`src/rtl/dna_pkg.sv`:
```
// Shared constants and state encoding for the nucleotide word feeder.
package dna_pkg;

  localparam int unsigned SYMS_PER_WORD = 16;
  localparam int unsigned SYM_W         = 2;
  localparam int unsigned WORD_W        = 32;
  localparam int unsigned SYM_CNT_W     = $clog2(SYMS_PER_WORD);

  typedef enum logic [1:0] {
    IDLE,
    LOAD,
    RUN,
    DONE
  } feeder_state_t;

endpackage

```
`src/rtl/dna_word_fifo.sv`:
```
// Synchronous reference-word FIFO with registered full/empty flags (no fall-through).
module dna_word_fifo
  import dna_pkg::*;
#(
  parameter int unsigned FIFO_DEPTH = 8
) (
  input  logic              clk,
  input  logic              rst,
  input  logic              push_i,
  input  logic [WORD_W-1:0] data_i,
  input  logic              pop_i,
  output logic [WORD_W-1:0] head_o,
  output logic              full_o,
  output logic              empty_o
);

  localparam int unsigned AW = $clog2(FIFO_DEPTH);

  logic [WORD_W-1:0] mem_q [FIFO_DEPTH];
  logic [AW-1:0]     wr_ptr_q, wr_ptr_d;
  logic [AW-1:0]     rd_ptr_q, rd_ptr_d;
  logic [AW:0]       cnt_q, cnt_d;
  logic              full_q, full_d;
  logic              empty_q, empty_d;
  logic              do_push, do_pop;

  always_comb begin
    do_push  = push_i && !full_q;
    do_pop   = pop_i && !empty_q;
    wr_ptr_d = wr_ptr_q + AW'(do_push);
    rd_ptr_d = rd_ptr_q + AW'(do_pop);
    cnt_d    = cnt_q + (AW+1)'(do_push) - (AW+1)'(do_pop);
    full_d   = (cnt_d == (AW+1)'(FIFO_DEPTH));
    empty_d  = (cnt_d == '0);
  end

  always_ff @(posedge clk) begin
    if (rst) begin
      wr_ptr_q <= '0;
      rd_ptr_q <= '0;
      cnt_q    <= '0;
      full_q   <= 1'b0;
      empty_q  <= 1'b1;
    end else begin
      wr_ptr_q <= wr_ptr_d;
      rd_ptr_q <= rd_ptr_d;
      cnt_q    <= cnt_d;
      full_q   <= full_d;
      empty_q  <= empty_d;
    end
  end

  always_ff @(posedge clk) begin
    if (do_push) mem_q[wr_ptr_q] <= data_i;
  end

  assign head_o  = mem_q[rd_ptr_q];
  assign full_o  = full_q;
  assign empty_o = empty_q;

endmodule

```
`src/rtl/dna_word_feeder.sv`:
```
// Feeds reference/read words into the 2-bit extractor, one symbol step per en_o.
// Optional DNA_FEEDER_STALL_CNT_EN adds stall_cnt_o (RUN cycles stalled on an empty FIFO).
module dna_word_feeder
  import dna_pkg::*;
#(
  parameter int unsigned FIFO_DEPTH = 8,
  parameter int unsigned LEN_W      = 16
) (
  input  logic              clk,
  input  logic              rst,
  input  logic              start_i,
  input  logic [LEN_W-1:0]  ref_words_i,
  input  logic [WORD_W-1:0] ref_word_i,
  input  logic              ref_valid_i,
  output logic              ref_ready_o,
  input  logic [WORD_W-1:0] read_word_i,
  input  logic              read_valid_i,
  output logic              read_ready_o,
  output logic              en_o,
  output logic              en_ref_o,
  output logic              en_read_o,
  output logic [WORD_W-1:0] ref_32_o,
  output logic [WORD_W-1:0] read_32_o,
  output logic              busy_o,
`ifdef DNA_FEEDER_STALL_CNT_EN
  output logic [31:0]       stall_cnt_o,
`endif
  output logic              done_o
);

  feeder_state_t        state_q, state_d;
  logic [LEN_W-1:0]     word_left_q, word_left_d;
  logic [SYM_CNT_W-1:0] sym_cnt_q, sym_cnt_d;
  logic                 first_step_q, first_step_d;
  logic                 en_q, en_d;
  logic                 en_ref_q, en_ref_d;
  logic                 en_read_q, en_read_d;
  logic [WORD_W-1:0]    ref_32_q, ref_32_d;
  logic [WORD_W-1:0]    read_32_q, read_32_d;
  logic                 done_q, done_d;
  logic                 ref_ready_q, ref_ready_d;
  logic                 fifo_pop, fifo_full, fifo_empty;
  logic [WORD_W-1:0]    fifo_head;

  dna_word_fifo #(
    .FIFO_DEPTH(FIFO_DEPTH)
  ) u_fifo (
    .clk     (clk),
    .rst     (rst),
    .push_i  (ref_valid_i && ref_ready_o),
    .data_i  (ref_word_i),
    .pop_i   (fifo_pop),
    .head_o  (fifo_head),
    .full_o  (fifo_full),
    .empty_o (fifo_empty)
  );

  always_comb begin
    state_d      = state_q;
    word_left_d  = word_left_q;
    sym_cnt_d    = sym_cnt_q;
    first_step_d = first_step_q;
    ref_32_d     = ref_32_q;
    read_32_d    = read_32_q;
    en_d         = 1'b0;
    en_ref_d     = 1'b0;
    en_read_d    = 1'b0;
    fifo_pop     = 1'b0;
    ref_ready_d  = 1'b1;
    done_d       = (state_q == DONE);

    unique case (state_q)
      IDLE: begin
        if (start_i) begin
          if (ref_words_i == '0) begin
            state_d = DONE;
          end else begin
            state_d     = LOAD;
            word_left_d = ref_words_i;
          end
        end
      end
      LOAD: begin
        if (read_valid_i) begin
          read_32_d    = read_word_i;
          sym_cnt_d    = '0;
          first_step_d = 1'b1;
          state_d      = RUN;
        end
      end
      RUN: begin
        // Word boundary with nothing queued: hold everything until a word arrives.
        if (!(sym_cnt_q == '0 && fifo_empty)) begin
          en_d = 1'b1;
          if (sym_cnt_q == '0) begin
            fifo_pop     = 1'b1;
            ref_32_d     = fifo_head;
            en_ref_d     = 1'b1;
            en_read_d    = first_step_q;
            first_step_d = 1'b0;
          end
          sym_cnt_d = sym_cnt_q + SYM_CNT_W'(1);
          if (sym_cnt_q == '1) begin
            word_left_d = word_left_q - LEN_W'(1);
            if (word_left_q == LEN_W'(1)) state_d = DONE;
          end
        end
      end
      DONE: begin
        state_d = IDLE;
      end
      default: begin
        state_d = IDLE;
      end
    endcase
  end

  always_ff @(posedge clk) begin
    if (rst) begin
      state_q      <= IDLE;
      word_left_q  <= '0;
      sym_cnt_q    <= '0;
      first_step_q <= 1'b0;
      en_q         <= 1'b0;
      en_ref_q     <= 1'b0;
      en_read_q    <= 1'b0;
      ref_32_q     <= '0;
      read_32_q    <= '0;
      done_q       <= 1'b0;
      ref_ready_q  <= 1'b0;
    end else begin
      state_q      <= state_d;
      word_left_q  <= word_left_d;
      sym_cnt_q    <= sym_cnt_d;
      first_step_q <= first_step_d;
      en_q         <= en_d;
      en_ref_q     <= en_ref_d;
      en_read_q    <= en_read_d;
      ref_32_q     <= ref_32_d;
      read_32_q    <= read_32_d;
      done_q       <= done_d;
      ref_ready_q  <= ref_ready_d;
    end
  end

`ifdef DNA_FEEDER_STALL_CNT_EN
  logic [31:0] stall_cnt_q, stall_cnt_d;
  logic        stall_run;

  always_comb begin
    stall_run   = (state_q == RUN) && (sym_cnt_q == '0) && fifo_empty;
    stall_cnt_d = stall_cnt_q;
    if (state_q == IDLE && start_i) begin
      stall_cnt_d = '0;
    end else if (stall_run && stall_cnt_q != '1) begin
      stall_cnt_d = stall_cnt_q + 32'd1;
    end
  end

  always_ff @(posedge clk) begin
    if (rst) stall_cnt_q <= '0;
    else     stall_cnt_q <= stall_cnt_d;
  end

  assign stall_cnt_o = stall_cnt_q;
`endif

  // ref_ready_q keeps ready low while in reset so every output reads 0 there.
  assign ref_ready_o  = ref_ready_q && !fifo_full;
  assign read_ready_o = (state_q == LOAD);
  assign busy_o       = (state_q != IDLE);
  assign en_o         = en_q;
  assign en_ref_o     = en_ref_q;
  assign en_read_o    = en_read_q;
  assign ref_32_o     = ref_32_q;
  assign read_32_o    = read_32_q;
  assign done_o       = done_q;

endmodule

```
`config.mk`:
```
export PLATFORM = sky130hd
export DESIGN_NAME = dna_word_feeder
export DESIGN_NICKNAME = d
export VERILOG_FILES = /design/src/rtl/dna_pkg.sv /design/src/rtl/dna_word_fifo.sv /design/src/rtl/dna_word_feeder.sv
export SDC_FILE = /design/constraint.sdc
export NUM_CORES = 1
export LEC_CHECK = 0
export CAP_MARGIN = 40
export CELL_PAD_IN_SITES_DETAIL_PLACEMENT = 0
export CELL_PAD_IN_SITES_GLOBAL_PLACEMENT = 2
export CORE_ASPECT_RATIO = 2
export CORE_UTILIZATION = 41
export CTS_CLUSTER_DIAMETER = 60
export DETAILED_ROUTE_END_ITERATION = 6
export GPL_TIMING_DRIVEN = 0
export PLACE_DENSITY = 0.8
export SLEW_MARGIN = 15
export SYNTH_ARGS = -nofsm -noshare
export SYNTH_HDL_FRONTEND = slang
export SYNTH_SLANG_ARGS = --single-unit
```
`constraint.sdc`:
```
create_clock -name clk -period 5 [get_ports clk]
set_input_delay 1.5 -clock clk [delete_from_list [all_inputs] [get_ports clk]]
set_output_delay 1.5 -clock clk [all_outputs]
set_load 0.1 [all_outputs]
```
* After elaboration in Yosys (flattened, before gate mapping)
Memory sizes are Yosys's and may differ from the RTL's. A register that Yosys moved wholly into a read port is not among the register bits.
Cells that the tools add are included.
** Storage, ports and cells
- Register bits :: 72
- RAM bits :: 256
- Input bits :: 85
- Output and inout port bits :: 71
- Word-level logic and storage cells :: 86
- Memories :: 1
** Memory list
- u_fifo.mem_q :: words 8, bits a word 32, rd ports 1, clocked after memory_dff 1, wr ports 1, RTL line dna_word_fifo.sv:19 : logic [WORD_W-1:0] mem_q [FIFO_DEPTH];
** Operators by class
- $add $sub $neg :: 6
- Equality and inequality tests :: 13
- Mux-type cells :: 26
- Bitwise operators :: 3
- Reduce and logical (&&, ||, !) cells :: 22
** Operators with widths (number)
- $mux 16 :: 4
- $pmux 16 s2 :: 1
- $eq 16x1->1 const B :: 1
- $logic_not 16->1 :: 1
- $sub 16x1->16 const B :: 1
- $ne 2x2->1 const B :: 7
- $mux 2 :: 6
- $mux 1 :: 10
- $reduce_and 5->1 :: 2
- $eq 4x4->1 const B :: 2
- $logic_not 4->1 :: 2
- $mux 4 :: 2
- $pmux 2 s4 :: 1
- $pmux 4 s2 :: 1
- $add 3x1->3 :: 2
- $reduce_and 3->1 :: 2
- $reduce_bool 2->1 :: 3
- $logic_and 1x1->1 :: 5
- $add 4x1->4 :: 1
- $add 4x1->4 const B :: 1
- $eq 2x2->1 const B :: 2
- $reduce_and 4->1 :: 1
- $reduce_or 4->1 :: 1
- $sub 4x1->4 :: 1
- 7 further kinds :: 10

* Depth between registers and ports, before layout
Gate-level depths: netlist of the first run.
- Word-level depth :: 7
- Gate-level depth with buffers :: 14

* Cells and area by module
From an unflattened synthesis of the first run, not the netlist that was laid out.
** Unflattened totals
- Cell total of the unflattened synthesis :: 925
- Area, all modules :: 14228.6 sq um
** Modules (own cells, without submodules)
- dna_word_fifo :: instances 1, cells an instance 437, area an instance 10196.0 sq um, seq. area each 7927.6 sq um
- dna_word_feeder :: instances 1, cells an instance 488, area an instance 4032.6 sq um, seq. area each 1841.8 sq um

* Worst setup path after synthesis of the first run
No wires, ideal clock.
- Kind :: register to register
- From :: register ref_ready_q
- To :: memory u_fifo.mem_q[0][0], enable pin
- Setup time :: 0.461 ns
- Arrival :: 4.330 ns
- Data required time :: 4.539 ns
- Path slack :: 0.209 ns
- Cell stages (with the launch flop) :: 5
- Clock period less this slack :: 4.791 ns
- Cells stage by stage :: dfxtp_1 > nor2b_1 > and2_1 > nand2b_1 > nor3_1
** On the way
- Longest elaborated chain between the ends :: 5
** RTL lines
- start: declaration :: RTL line dna_word_feeder.sv:41 : logic ref_ready_q, ref_ready_d;
- start signal: assignment :: RTL line dna_word_feeder.sv:142 : ref_ready_q <= ref_ready_d;
- $logic_and 1x1->1 :: RTL line dna_word_feeder.sv:169 : assign ref_ready_o = ref_ready_q && !fifo_full;
- via ref_ready_o :: RTL line dna_word_feeder.sv:15 : output logic ref_ready_o,
- $logic_and 1x1->1 :: RTL line dna_word_feeder.sv:50 : .push_i (ref_valid_i && ref_ready_o),
- $logic_and 1x1->1 :: RTL line dna_word_fifo.sv:28 : do_push = push_i && !full_q;
- $mux 1 :: RTL line dna_word_fifo.sv:54 : if (do_push) mem_q[wr_ptr_q] <= data_i;
- $mux 1 (implied by the code) :: RTL line dna_word_fifo.sv:54
- end: declaration :: RTL line dna_word_fifo.sv:19
The timed path passes the listed nets, and every way through them passes these cells.

* Final worst setup path of the first run
- From :: register state_q[0]
- To :: output port busy_o
** On the way
- Longest elaborated chain between the ends :: 1
** RTL lines
- start: declaration :: RTL line dna_word_feeder.sv:31 : feeder_state_t state_q, state_d;
- start signal: assignment :: RTL line dna_word_feeder.sv:132 : state_q <= state_d;
- $reduce_bool 2->1 :: RTL line dna_word_feeder.sv:171 : assign busy_o = (state_q != IDLE);
- end: declaration :: RTL line dna_word_feeder.sv:24 : output logic busy_o,
No other way between the ends.

==> results of run 1 <==
[cell families (layout without fill, tap and decap cells)]
| logic type | after synthesis | count (layout) | synth area share [%] |
|---|---|---|---|
| fa+ha+maj | 18 | 18 | 1.661 |
| compound gates | 132 | 132 | 6.170 |
| xor+xnor | 6 | 6 | 0.3751 |
| simple gates | 204 | 204 | 6.857 |
| flops | 360 | 360 | 69.71 |
| buf+inv | 69 | 369 | 2.429 |
| mux | 99 | 99 | 12.79 |
[routing by layer]
layer,GRT usage [%],part of all wire [%]
met5,0,0
met4,7.238,2.9
met3,2.330,3.7
met2,37.88,57
met1,21.07,37
[worst min path at each step]
stage / cells past startpoint / end / from / slack [ns]
floorplan: 2 / word_left_q[14]$_SDFFE_PP0P_ / word_left_q[14]$_SDFFE_PP0P_ / 0.44
CTS: 2 / read_32_o[8]$_SDFFE_PP0P_ / read_32_o[8]$_SDFFE_PP0P_ / 0.46
global route: 2 / read_32_o[10]$_SDFFE_PP0P_ / read_32_o[10]$_SDFFE_PP0P_ / 0.48
finish: 2 / read_32_o[31]$_SDFFE_PP0P_ / read_32_o[31]$_SDFFE_PP0P_ / 0.45
detailed placement: 2 / read_32_o[8]$_SDFFE_PP0P_ / read_32_o[8]$_SDFFE_PP0P_ / 0.45
global placement: 2 / read_32_o[31]$_SDFFE_PP0P_ / read_32_o[31]$_SDFFE_PP0P_ / 0.44
[cell usage in the layout (no fill, tap or decap), drive strengths merged, types with 3 or more instances in the layout]
cell / netlist / layout
a211oi: 38 / 38
a21o: 4 / 4
a21oi: 54 / 54
a22oi: 3 / 3
a31oi: 3 / 3
and2: 6 / 6
buf: 30 / 118
bufinv: 0 / 3
clkbuf: 22 / 61
clkdlybuf4s50: 0 / 154
clkinv: 1 / 8
clkinvlp: 0 / 8
dfxtp: 104 / 104
edfxtp: 256 / 256
ha: 17 / 17
inv: 16 / 17
mux2i: 34 / 34
mux4: 64 / 64
nand2: 83 / 83
nand2b: 5 / 5
nand3: 5 / 5
nand4: 3 / 3
nor2: 63 / 63
nor2b: 14 / 14
nor3: 9 / 9
nor4: 7 / 7
o21ai: 11 / 11
o32ai: 6 / 6
xnor2: 3 / 3
xor2: 3 / 3
[layout make-up]
type / count / area share, %
sequential: 360 / 52.39
multi-input combinational: 459 / 21.23
timing repair buffer: 242 / 16.26
clock buffer: 39 / 4.375
tap: 436 / 2.926
buffer: 52 / 1.483
clock inverter: 19 / 0.9931
inverter: 17 / 0.3422
[synth_stat cells, types with 4 or more instances]
| library cell | n | area, sq um |
|---|---|---|
| ha_1 | 17 | 212.7 |
| a21o_1 | 4 | 30.03 |
| a21oi_1 | 53 | 265.3 |
| a211oi_1 | 38 | 285.3 |
| dfxtp_1 | 104 | 2082 |
| nor2b_1 | 14 | 87.58 |
| buf_6 | 6 | 67.56 |
| inv_1 | 16 | 60.06 |
| edfxtp_1 | 256 | 7687 |
| nor3_1 | 8 | 40.04 |
| mux4_2 | 64 | 1441 |
| o21ai_0 | 10 | 50.05 |
| nand2_1 | 83 | 311.6 |
| clkbuf_1 | 21 | 78.83 |
| buf_2 | 19 | 95.09 |
| nor4_1 | 5 | 31.28 |
| nand3_1 | 5 | 25.02 |
| mux2i_1 | 34 | 340.3 |
| and2_1 | 6 | 37.54 |
| nand2b_1 | 5 | 31.28 |
| o32ai_1 | 6 | 52.55 |
| nor2_1 | 63 | 236.5 |
[state kept, by name, summed over array words and instances, names as in the netlist]
signal	count
ref_ready_q	1
read_32_o	32
en_o	1
done_o	1
u_fifo.full_o	1
u_fifo.empty_o	1
first_step_q	1
word_left_q	16
state_q	2
u_fifo.cnt_q	4
ref_32_o	32
en_read_o	1
u_fifo.mem_q	256
u_fifo.wr_ptr_q	3
sym_cnt_q	4
u_fifo.rd_ptr_q	3
en_ref_o	1
[through the flow]
stage	hold WS [ns]	setup TNS (ns)	area [sq um]	power, uW
detailed placement	0.4468	0	17650	6393
global route	0.4751	0	18650	9080
floorplan	0.4402	0	14010	5376
global placement	0.4417	-294.58	16100	6031
finish	0.4541	0	18650	8708
CTS	0.4560	0	18650	8785
[tightest hold or removal path: cells and delay by family, from the launching register on]
| family | cells | cell delay, ns |
|---|---|---|
| compound gates | 1 | 0.05 |
| flops | 1 | 0.31 |
| simple gates | 1 | 0.05 |
[power by group through the flow]
stage                     clock, uW  sequential (uW)  combinational (uW)
final                          2400             3530                2780
after global routing           2560             3550                2960
after CTS                      2450             3530                2800
after detailed placement          0             3600                2800
after global placement            0             3600                2430
after floorplan                   0             4160                1220
==> flow_summary.ini, run 1 <==
[drt]
drt_pass1_iterations = 7
vias = 8470
drc = 0
vias_per_cell = 5.216
avgRoutedWirePerCell_microns = 20.57
first_iter_violations = 439
drt_wl_total_mm = 33.41
postRouteAntennaNets = 0

[worst_setup_path]
crit_arrival_ns = 2.16
reg2reg_to = u_fifo.empty_o$_SDFF_PP1_
path_max_fanout = 5
worstPathRequired_ns = 3.50
r2r-start = state_q[0]$_SDFFE_PP0P_
critPathLaunchType = flip-flop
cp_slowest_cell = clkdlybuf4s50_1
crit_buf_inv = 4
worst_path_most_repeated_cell = inv_1
startpoint = state_q[0]$_SDFFE_PP0P_
crit_path_end_kind = output port
crit_family = buffers and inverters
endpoint = busy_o
r2r_cells = 14
rrSetupSlack_ns = 1.67
slowest_delay_ns = 0.56
cp_cell_sequence = inv_1 > ha_1 > inv_1 > clkdlybuf4s50_1 > buf_8
crit_cells = 5
worst-setup-path-type = flip-flop to output port

[global_route]
grt-ovfl-total = 0
grt_pass1_vias = 8786
grt_pass1_wl_mm = 50.94
antenna_found_initial = 0
grtUsageTotal_pct = 19.46
grt_max_degree = 21

[placement]
pre_cts_ws_ns = 0.7625
placed_cells_incl_taps = 1566
place.port_buffers = 154
dpl.hpwl_mm = 23.26
place_congestion = 0.8092

[floorplan]
rows = 95
io_pins = 156
start_util_pct = 41.66
die_area_sq_um = 34970
core_sq_um = 33640
die_w_microns = 132.7
die_h_microns = 263.5

[cts]
cts_max_path_buffers = 3
ctsResizeCount = 0
post-cts-setup-buffer-count = 0
cts_tree = built
htree_levels = 1
cts_sinks = 360
root_buffer = clkbuf_16
clock_latency_ns = 0.57
cts_buffers = 31
clkTransAtPathRegs_ns = 0.07
cts_hold_buf = 0

[synthesis]
async_reset_ff_share_pct = 0
synthCells = 888
synth-edff-count = 256
synth_area_per_cell_sq_um = 15.78
netlist_area_sq_um = 14010
synth_nets = 991
seq_area_frac_synth_pct = 69.71
ys.warnings.count = 0
yosysUniqueCellTypes = 60
ys.flop_type = edfxtp_1
synth_seq_cells = 360

[hold_path]
min_path_type = flip-flop to flip-flop

[power_and_ir_drop]
p_int_uw = 5787
p_leak_uw = 0.006142
switching_share_pct = 33.54
combPwrFrac_pct = 31.9
p_per_area_nw_per_um2 = 467.0
p_sw_uw = 2920
ir_drop_mv = 0.3861
seqPwrFrac_pct = 40.6
p_clk_share_pct = 27.5

[timing]
drv_slew = 0
rsz0062_at_grt = false
hold_violations = 0
setup_ws_ns = 1.336
finalSetupViolCount = 0
max_slew_margin_pct = 46.54
period_needed_ns = 3.664
fin_crit_sh_pct = 73.29
skew_ns = 0.009066
fmax_mhz = 272.9
tightest_slew_ns = 0.7975

[finish]
drive_gt1_share_pct = 20.79
final_cells = 1624
ff_latch_area_sq_um = 9769
final_util_pct = 55.43
antenna_cells = 0
nets = 1266
area_growth_pct = 33.06
multiInputGateArea_sq_um = 3959
fillers = 2671

[status]
status = complete, no violations

[job]
max_cap_viol_count = 0
Note: power is estimated with default switching activity, not from simulation.
==> run 2: changes to the inputs <==
clock period = 3.5 ns   (was 5 ns; I/O delays follow)
==> run 2 against run 1 <==
Net effect:
- clock power rose by 42%
- sequential share of layout area barely moved
- critical path depth grew 9
- combinational power rose by 44%
- die area is the same
- clock-buffer cell count down 1
- via count is essentially flat
- total power rose by 43%
- critical endpoint is now u_fifo.empty_o$_SDFF_PP1_
- highest routed layer unchanged
==> flow_summary.ini, run 2 (synthesis results as in run 1) <==
[status]
status = complete, no violations

[timing]
skew_ns = 0.007502
fin_crit_sh_pct = 92.64
rsz0062_at_grt = false
finalSetupTns_ns = 0
period_needed_ns = 3.242
drv_slew = 0
fmax_mhz = 308.4
max_slew_margin_pct = 47.18
setup_ws_ns = 0.2576
hold_violations = 0
finalSetupViolCount = 0
tightest_slew_ns = 0.7905

[cts]
htree_levels = 1
clkTransAtPathRegs_ns = 0.07
cts_sinks = 360
cts_tree = built
clock_latency_ns = 0.57
ctsResizeCount = 0
post-cts-setup-buffer-count = 0
cts_hold_buf = 0
cts_buffers = 31
root_buffer = clkbuf_16
cts_max_path_buffers = 3

[floorplan]
die_area_sq_um = 34970
core_sq_um = 33640
rows = 95
die_w_microns = 132.7
start_util_pct = 41.66
die_h_microns = 263.5
io_pins = 156

[drt]
drt_pass1_iterations = 4
vias_per_cell = 5.229
drt_wl_total_mm = 33.07
first_iter_violations = 420
drc = 0
postRouteAntennaNets = 0
vias = 8466
avgRoutedWirePerCell_microns = 20.43

[finish]
nets = 1262
final_cells = 1619
final_common_cell = edfxtp_1
area_growth_pct = 33.13
regMostFlops = u_fifo.mem_q
final_util_pct = 55.46
antenna_cells = 0
mostFrequentLayoutCells = edfxtp_1, clkdlybuf4s50_1, dfxtp_1
drive_gt1_share_pct = 20.96
largest_reg_flops = 256

[worst_setup_path]
crit_path_end_kind = flip-flop
endpoint = u_fifo.empty_o$_SDFF_PP1_
reg2reg_to = u_fifo.empty_o$_SDFF_PP1_
path_max_fanout = 11
rrSetupSlack_ns = 0.26
crit_arrival_ns = 3.75
worst-setup-path-type = flip-flop to flip-flop
crit_family = adder cells
worstPathRequired_ns = 4.00
r2r-start = state_q[0]$_SDFFE_PP0P_
slowest_delay_ns = 0.41
cp_cell_sequence = inv_1 > ha_1 > and4bb_4 > and2b_1 > clkbuf_4 > clkbuf_4 > ha_1 > inv_1 > ha_1 > fa_1 > xor2_1 > nor3_1 > nor2_1 > nor2_1
startpoint = state_q[0]$_SDFFE_PP0P_
crit_cells = 14
crit_buf_inv = 4
critPathLaunchType = flip-flop
worst_path_most_repeated_cell = ha_1
r2r_cells = 14
cp_slowest_cell = fa_1

[global_route]
grt-ovfl-total = 0
grt_pass1_vias = 9008
grt_max_degree = 22
grt_pass1_wl_mm = 51.11
grtUsageTotal_pct = 19.40
antenna_found_initial = 0

[power_and_ir_drop]
p_leak_uw = 0.006147
ir_drop_mv = 0.4884
p_per_area_nw_per_um2 = 666.3
power_uw = 12430

[placement]
place_congestion = 0.7994
pre_cts_ws_ns = 0.1202
dpl.hpwl_mm = 22.98
placed_cells_incl_taps = 1562
place.port_buffers = 154

[hold_path]
min_from = read_32_o[0]$_SDFFE_PP0P_
min_path_type = flip-flop to flip-flop

[job]
max_cap_viol_count = 0
[run 2: changes by cell type in the layout (fill, tap and decap cells not counted), sizes merged]
cell,previous run,this run
buf,118,112
bufinv,3,2
clkbuf,61,62
clkinv,8,12
clkinvlp,8,3
inv,17,19
[run 2: worst min-delay path by stage]
| stage | slack, ns | to | cells past startpoint |
|---|---|---|---|
| floorplan | 0.44 | word_left_q[14]$_SDFFE_PP0P_ | 2 |
| global placement | 0.44 | read_32_o[23]$_SDFFE_PP0P_ | 2 |
| detailed placement | 0.45 | read_32_o[0]$_SDFFE_PP0P_ | 2 |
| CTS | 0.46 | read_32_o[12]$_SDFFE_PP0P_ | 2 |
| global route | 0.48 | read_32_o[12]$_SDFFE_PP0P_ | 2 |
| finish | 0.45 | read_32_o[0]$_SDFFE_PP0P_ | 2 |
[run 2: routing by layer]
layer / global-route usage, % / vias up / part of all wire [%] / routed length (microns)
met2: 37.99 / 209 / 57 / 18820
met5: 0 / - / 0 / 0
met4: 7.984 / 0 / 3.4 / 1139
met1: 20.50 / 4250 / 36 / 11960
met3: 2.272 / 68 / 3.5 / 1158
li1: - / 3939 / - / -
[run 2: power breakdown]
group          switching [uW]  internal (uW)
combinational            2430           1560
clock                    1540           1850
sequential                192           4850
[run 2: area by class of cell]
class | instances | area [sq um]
fillers | 2672 | 14980
flip-flops and latches | 360 | 9769
multi-input cells | 459 | 3974
repair buffers | 238 | 3022
clock buffers | 38 | 833.3
well taps | 436 | 545.5
plain buffers | 52 | 281.5
clock inverters | 19 | 166.4
inverters | 17 | 63.81
[run 2: worst reg2reg max path: cells and delay by family, from the launching register on]
kind / cells / cell delay (ns)
adder cells (fa/ha/maj): 4 / 1.16
AND/OR/NAND/NOR: 5 / 0.87
buffers and inverters: 4 / 0.62
flip-flops: 1 / 0.36
XOR/XNOR: 1 / 0.18
[run 2: per-stage QoR]
stage	instance area (sq um)	hold slack [ns]
floorplan	14030	0.4402
global placement	16110	0.4415
detailed placement	17650	0.4458
CTS	18650	0.4556
global route	18660	0.4756
finish	18660	0.4520
